**config.mk**
```make
export PLATFORM = sky130hd
export DESIGN_NAME = fetch_queue
export DESIGN_NICKNAME = d
export VERILOG_FILES = /design/src/rtl/fetch_queue_pkg.sv /design/src/rtl/fetch_queue_fifo.sv /design/src/rtl/fetch_queue.sv
export SDC_FILE = /design/constraint.sdc
export NUM_CORES = 1
export LEC_CHECK = 0
export CAP_MARGIN = 20
export CORE_ASPECT_RATIO = 1.75
export CORE_MARGIN = 4
export CORE_UTILIZATION = 30
export CTS_CLUSTER_SIZE = 24
export DETAILED_ROUTE_END_ITERATION = 7
export HOLD_SLACK_MARGIN = 0.12
export PLACE_DENSITY = 0.44
export SLEW_MARGIN = 20
export SYNTH_ARGS = -nofsm -noshare
export SYNTH_HDL_FRONTEND = slang
export SYNTH_HIERARCHICAL = 1
export SYNTH_SLANG_ARGS = --single-unit
```
**constraint.sdc**
```tcl
create_clock -name clk -period 4.9 [get_ports clk]
set_clock_uncertainty 0.15 [all_clocks]
set_input_delay 0.98 -clock clk [delete_from_list [all_inputs] [get_ports clk]]
set_output_delay 0.98 -clock clk [all_outputs]
set_load 0.01 [all_outputs]
```
**src/rtl/fetch_queue_pkg.sv**
```systemverilog
// fetch_queue_pkg: shared ibus/fetch types, reset PC and kseg0/kseg1 translation.
package fetch_queue_pkg;
  localparam logic [31:0] RESET_PC_DEF = 32'hbfc0_0000;
  localparam logic [31:0] KSEG_MASK = 32'h1fff_ffff;
  typedef struct packed {
    logic        valid;
    logic [31:0] addr;
  } ibus_req_t;
  typedef struct packed {
    logic        addr_ok;
    logic        data_ok;
    logic [31:0] data;
  } ibus_resp_t;
  typedef struct packed {
    logic [31:0] pc;
    logic [31:0] instr;
  } fetch_entry_t;
  typedef struct packed {
    logic [31:0] pc;
    logic        kill;
  } fetch_tag_t;
  function automatic logic [31:0] kseg_xlate(input logic [31:0] va);
    return (va[31:30] == 2'b10) ? (va & KSEG_MASK) : va;
  endfunction
endpackage

```
**src/rtl/fetch_queue_fifo.sv**
```systemverilog
// fetch_fifo: circular FIFO with occupancy count and synchronous clear.
module fetch_fifo #(
  parameter int W = 32,
  parameter int N = 4,
  localparam int AW = (N > 1) ? $clog2(N) : 1,
  localparam int CW = AW + 1
) (
  input  logic          clk,
  input  logic          resetn,
  input  logic          push_i,
  input  logic [W-1:0]  din_i,
  input  logic          pop_i,
  input  logic          clear_i,
  output logic [W-1:0]  dout_o,
  output logic [CW-1:0] count_o
);
  logic [W-1:0] mem_q [N];
  logic [AW-1:0] rd_q, wr_q;
  logic [CW-1:0] cnt_q;
  logic do_pop;
  function automatic logic [AW-1:0] nxt(input logic [AW-1:0] p);
    return (p == AW'(N - 1)) ? '0 : p + 1'b1;
  endfunction
  assign do_pop = pop_i && cnt_q != '0;
  assign dout_o = mem_q[rd_q];
  assign count_o = cnt_q;
  always_ff @(posedge clk or negedge resetn)
    if (!resetn) begin
      rd_q <= '0;
      wr_q <= '0;
      cnt_q <= '0;
    end else if (clear_i) begin
      rd_q <= '0;
      wr_q <= '0;
      cnt_q <= '0;
    end else begin
      wr_q <= push_i ? nxt(wr_q) : wr_q;
      rd_q <= do_pop ? nxt(rd_q) : rd_q;
      cnt_q <= cnt_q + CW'(push_i) - CW'(do_pop);
    end
  always_ff @(posedge clk)
    if (push_i && !clear_i) mem_q[wr_q] <= din_i;
  // Callers size their credits so a push never lands on a full FIFO.
  always_ff @(posedge clk)
    if (resetn && push_i && !do_pop && !clear_i) assert (cnt_q != CW'(N));
endmodule

```
**src/rtl/fetch_queue.sv**
```systemverilog
// fetch_queue: pipelined ibus fetch with a PC/instr queue and redirect kill of in-flight requests.
// Define FETCH_QUEUE_BYPASS_EN to forward a response straight to decode when the queue is empty.
module fetch_queue
  import fetch_queue_pkg::*;
#(
  parameter int          DEPTH = 4,
  parameter int          MAX_OUTSTANDING = 2,
  parameter logic [31:0] RESET_PC = RESET_PC_DEF
) (
  input  logic        clk,
  input  logic        resetn,
  output ibus_req_t   ireq,
  input  ibus_resp_t  iresp,
  output logic        out_valid,
  input  logic        out_ready,
  output logic [31:0] out_pc,
  output logic [31:0] out_instr,
  input  logic        redirect_valid,
  input  logic [31:0] redirect_pc
);
  localparam int QA = $clog2(DEPTH);
  localparam int TA = (MAX_OUTSTANDING > 1) ? $clog2(MAX_OUTSTANDING) : 1;
  logic [31:0] fetch_pc_q, fetch_pc_d, redir_pc_q, redir_pc_d, tpc;
  logic defer_q, defer_d, pend_q, run_q, credit, acc, rsp, keep, qpush;
  logic [MAX_OUTSTANDING-1:0] kill_q, kill_d;
  logic [QA:0] qcnt;
  logic [TA:0] tcnt;
  logic [TA-1:0] tidx;
  fetch_tag_t head;
  fetch_entry_t qin, qhead;
  assign credit = run_q && int'(tcnt) < MAX_OUTSTANDING && int'(qcnt) + int'(tcnt) < DEPTH;
  assign ireq.valid = pend_q || credit;
  assign ireq.addr = kseg_xlate(fetch_pc_q & ~32'h3);
  assign acc = ireq.valid && iresp.addr_ok;
  assign rsp = iresp.data_ok && tcnt != '0;
  assign head = '{pc: tpc, kill: kill_q[0]};
  assign keep = rsp && !head.kill && !redirect_valid;
  assign qin = '{pc: head.pc, instr: iresp.data};
  assign tidx = TA'(tcnt - (TA + 1)'(rsp));
`ifdef FETCH_QUEUE_BYPASS_EN
  logic byp;
  assign byp = keep && qcnt == '0;
  assign qpush = keep && !(byp && out_ready);
  assign out_valid = qcnt != '0 || byp;
  assign out_pc = qcnt != '0 ? qhead.pc : byp ? head.pc : '0;
  assign out_instr = qcnt != '0 ? qhead.instr : byp ? iresp.data : '0;
`else
  assign qpush = keep;
  assign out_valid = qcnt != '0;
  assign out_pc = out_valid ? qhead.pc : '0;
  assign out_instr = out_valid ? qhead.instr : '0;
`endif
  // Kill bits are kept in age order (bit 0 = oldest in flight), so a pop is a shift.
  always_comb begin
    defer_d = defer_q;
    redir_pc_d = redir_pc_q;
    fetch_pc_d = fetch_pc_q;
    kill_d = rsp ? kill_q >> 1 : kill_q;
    if (acc) begin
      kill_d[tidx] = redirect_valid || defer_q;
      fetch_pc_d = defer_q ? redir_pc_q : fetch_pc_q + 32'd4;
      defer_d = 1'b0;
    end
    if (redirect_valid) begin
      kill_d = '1;
      if (ireq.valid && !iresp.addr_ok) begin
        defer_d = 1'b1;
        redir_pc_d = redirect_pc & ~32'h3;
      end else fetch_pc_d = redirect_pc & ~32'h3;
    end
  end
  always_ff @(posedge clk or negedge resetn)
    if (!resetn) begin
      fetch_pc_q <= RESET_PC;
      redir_pc_q <= '0;
      defer_q <= 1'b0;
      pend_q <= 1'b0;
      run_q <= 1'b0;
      kill_q <= '0;
    end else begin
      fetch_pc_q <= fetch_pc_d;
      redir_pc_q <= redir_pc_d;
      defer_q <= defer_d;
      pend_q <= ireq.valid && !iresp.addr_ok;
      run_q <= 1'b1;
      kill_q <= kill_d;
    end
  fetch_fifo #(.W(32), .N(MAX_OUTSTANDING)) u_tag (
    .clk(clk), .resetn(resetn), .push_i(acc), .din_i(fetch_pc_q), .pop_i(rsp),
    .clear_i(1'b0), .dout_o(tpc), .count_o(tcnt)
  );
  fetch_fifo #(.W($bits(fetch_entry_t)), .N(DEPTH)) u_queue (
    .clk(clk), .resetn(resetn), .push_i(qpush), .din_i(qin), .pop_i(out_ready),
    .clear_i(redirect_valid), .dout_o(qhead), .count_o(qcnt)
  );
endmodule

```
==> flow_summary.json <==
{
  "outcome": "completed",
  "rows": 114,
  "io_pins": 168,
  "drv_cap": 0,
  "grt_first_pass_wirelength_mm": 60.91,
  "grt_max_degree": 69,
  "first_pass_iters": 4,
  "clock_path_buffers": 3,
  "core_area_um2": 55340,
  "die_h_um": 321.0,
  "multi_input_area_um2": 4646,
  "port_buffers": 163,
  "synth.area.top_cells": "edfxtp_1, dfrtp_1, mux4_2",
  "postSynth.topFlopCell": "edfxtp_1",
  "num_vias": 9077,
  "critPathMaxFanout": 29,
  "grt_most_used_layer": "met2",
  "globalRouteMet1Util_pct": 14.97,
  "ant_nets": 0,
  "yosysTopAreaCell": "edfxtp_1",
  "syn_area_um2": 16790,
  "pre_cts_ws_ps": 1173,
  "cts_made_buffers": 40,
  "critPathArrivalTime_ps": 2990,
  "die_area_um2": 59980,
  "cts_resized": 0,
  "grt_use_total_pct": 13.18,
  "setup_ws_ps": 780.4,
  "synth-seq-area-share_pct": 68.91,
  "ys_warn_count": 6,
  "synth_area_per_cell_um2": 16.64,
  "vias_per_cell": 4.808,
  "hold_buffers": 0,
  "grt_pass1_vias": 9789,
  "slew_viol_final": 0,
  "powerDensity_nw_per_um2": 518.5,
  "wire_per_inst_um": 21.06,
  "end_kind": "output port",
  "power.leakage_nw": 6.718,
  "yosysMostFrequentCell": "edfxtp_1",
  "cts_root_buf": "clkbuf_16",
  "ys_ff_latch": 398,
  "cpMaxStageDelayCell": "dfrtp_4",
  "async_reset_ff_share_pct": 19.60,
  "diodes": 0,
  "nNetsFinal": 1246,
  "synthCells": 1009,
  "fin_cells": 1888,
  "drc": 0,
  "start_util_pct": 30.34,
  "cpPeakStageDelay_ps": 820,
  "cts_tree": "yes",
  "htree_num_levels": 2,
  "gr-usage-met2_pct": 24.99,
  "clk_latency_ps": 530,
  "critical_path_class": "reg -> out",
  "clkSinkCount": 398,
  "peakVddDrop_mv": 0.2560,
  "use_met3_pct": 2.226,
  "grt.overflow.total": 0,
  "synthTopCellsByCount": "edfxtp_1, and2_1, dfrtp_1",
  "rsz0062_at_grt": "false",
  "die_x_um": 186.9,
  "hp-class": "reg -> reg",
  "drive_above_1_share_pct": 19.97,
  "worstSetupStartpointType": "flip-flop",
  "seq_area_um2": 11580,
  "synth-edff-count": 320,
  "dp_hpwl_mm": 26.16,
  "nFillCells": 5287,
  "syn_to_final_growth_pct": 20.97,
  "synth_top_area_share_pct": 57.22,
  "finalHoldViolations": 0,
  "setup_violations": 0,
  "fin_setup_tns_ps": 0,
  "path_delay_family": "buffers and inverters",
  "crit_buf_inv": 2,
  "dp.cells": 1817,
  "crit_chain": "buf_4, mux4_2, and2_1, clkdlybuf4s50_1",
  "clkSlewWorstSetupHoldPaths_ps": 60,
  "worstMarginPinSlew_ps": 1053,
  "netlist-cell-type-count": 73,
  "cts_setup_buffers": 0,
  "period_needed_ps": 4120,
  "slew_headroom_pct": 29.52,
  "finalWirelength_mm": 39.75,
  "crit_required_ps": 3770,
  "gp_congestion": 0.7837,
  "min_period_over_period_pct": 84.07,
  "drtIter0Drc": 506,
  "timing.fmax_mhz": 242.7,
  "antenna_found_initial": 0
}
-- cells by family after synthesis --
kind of cell	count (synthesis)	share of synthesized area, %
other	2	0.04472
AND/OR/NAND/NOR	229	7.905
buffers and inverters	107	3.725
adder cells (fa/ha/maj)	12	0.9388
XOR/XNOR	3	0.3204
flip-flops	398	68.91
AO/OA/AOI/OAI	124	4.873
multiplexers	134	13.28
-- layout by cell type (no fill, tap or decap), drive strengths merged, types with 7 or more instances in the layout --
| cell type | n |
|---|---|
| inv | 21 |
| mux2 | 65 |
| nand4 | 12 |
| clkdlybuf4s50 | 162 |
| nand3 | 12 |
| conb | 10 |
| nor2b | 9 |
| dfstp | 9 |
| buf | 28 |
| nor2 | 36 |
| edfxtp | 320 |
| ha | 11 |
| a21oi | 30 |
| clkinv | 16 |
| o211ai | 7 |
| and2 | 69 |
| a31oi | 7 |
| o31ai | 9 |
| nand2 | 38 |
| dfrtp | 69 |
| nor3 | 12 |
| clkbuf | 51 |
| o21ai | 28 |
| mux4 | 64 |
-- per-stage QoR --
step / hold WS [ps] / area, um^2 / power (W) / util [%]
global route: 341.4 / 20310 / 0.01115 / 36.71
detailed placement: 311.6 / 19080 / 0.007772 / 34.48
CTS: 335.0 / 20310 / 0.01079 / 36.70
floorplan: 284.4 / 16820 / 0.006416 / -
finish: 331.0 / 20310 / 0.01053 / 36.71
global placement: 301.1 / 19080 / 0.007729 / 34.48
-- registers in the layout, indices dropped and copies added, names as in the netlist, named ones only --
name             flops
fetch_pc_q          32
kill_q               2
pend_q               1
redir_pc_q          30
run_q                1
u_queue/count_o      3
u_queue/mem_q      256
u_queue/rd_q         2
u_queue/wr_q         2
u_tag/count_o        2
u_tag/mem_q         64
u_tag/rd_q           1
u_tag/wr_q           1
-- power by group --
group	total (W)	switching, W	internal (W)	leakage [nW]
combinational	0.00298	0.00140	0.00158	2.31
clock	0.00294	0.00125	0.00169	0.598
sequential	0.00462	0.000489	0.00413	3.81
total	0.0105	0.00314	0.00739	6.72
-- worst paths after layout --
kind / endpoint / startpoint / slack (ps) / cells past startpoint
max reg2reg: fetch_pc_q[31] / fetch_pc_q[6] / 2160 / 5
max in group asynchronous: redir_pc_q[12] / resetn / 3320 / 2
min reg2reg: u_tag/mem_q[0][0] / fetch_pc_q[0] / 330 / 0
min: u_tag/mem_q[0][0] / fetch_pc_q[0] / 330 / 0
min in group asynchronous: kill_q[1] / resetn / 340 / 1
max: out_pc[17] / u_queue/rd_q[0] / 780 / 4
-- metal layers --
layer / up-vias / wire length, um / part of all wire (%)
met4: 0 / 1013 / 2.5
li1: 4175 / - / -
met2: 206 / 21680 / 55
met5: - / 0 / 0
met1: 4642 / 15480 / 39
met3: 54 / 1581 / 4.0
-- final cells by class --
cell class                      instances  share of cell area [%]
Sequential cell                       398                   57.00
Multi-Input combinational cell        512                   22.87
Timing Repair Buffer                  191                   9.411
Clock buffer                           50                   5.217
Tap cell                              696                   4.287
Clock inverter                         20                  0.8315
Inverter                               21                  0.3880
(Power assumes the default switching activity.)
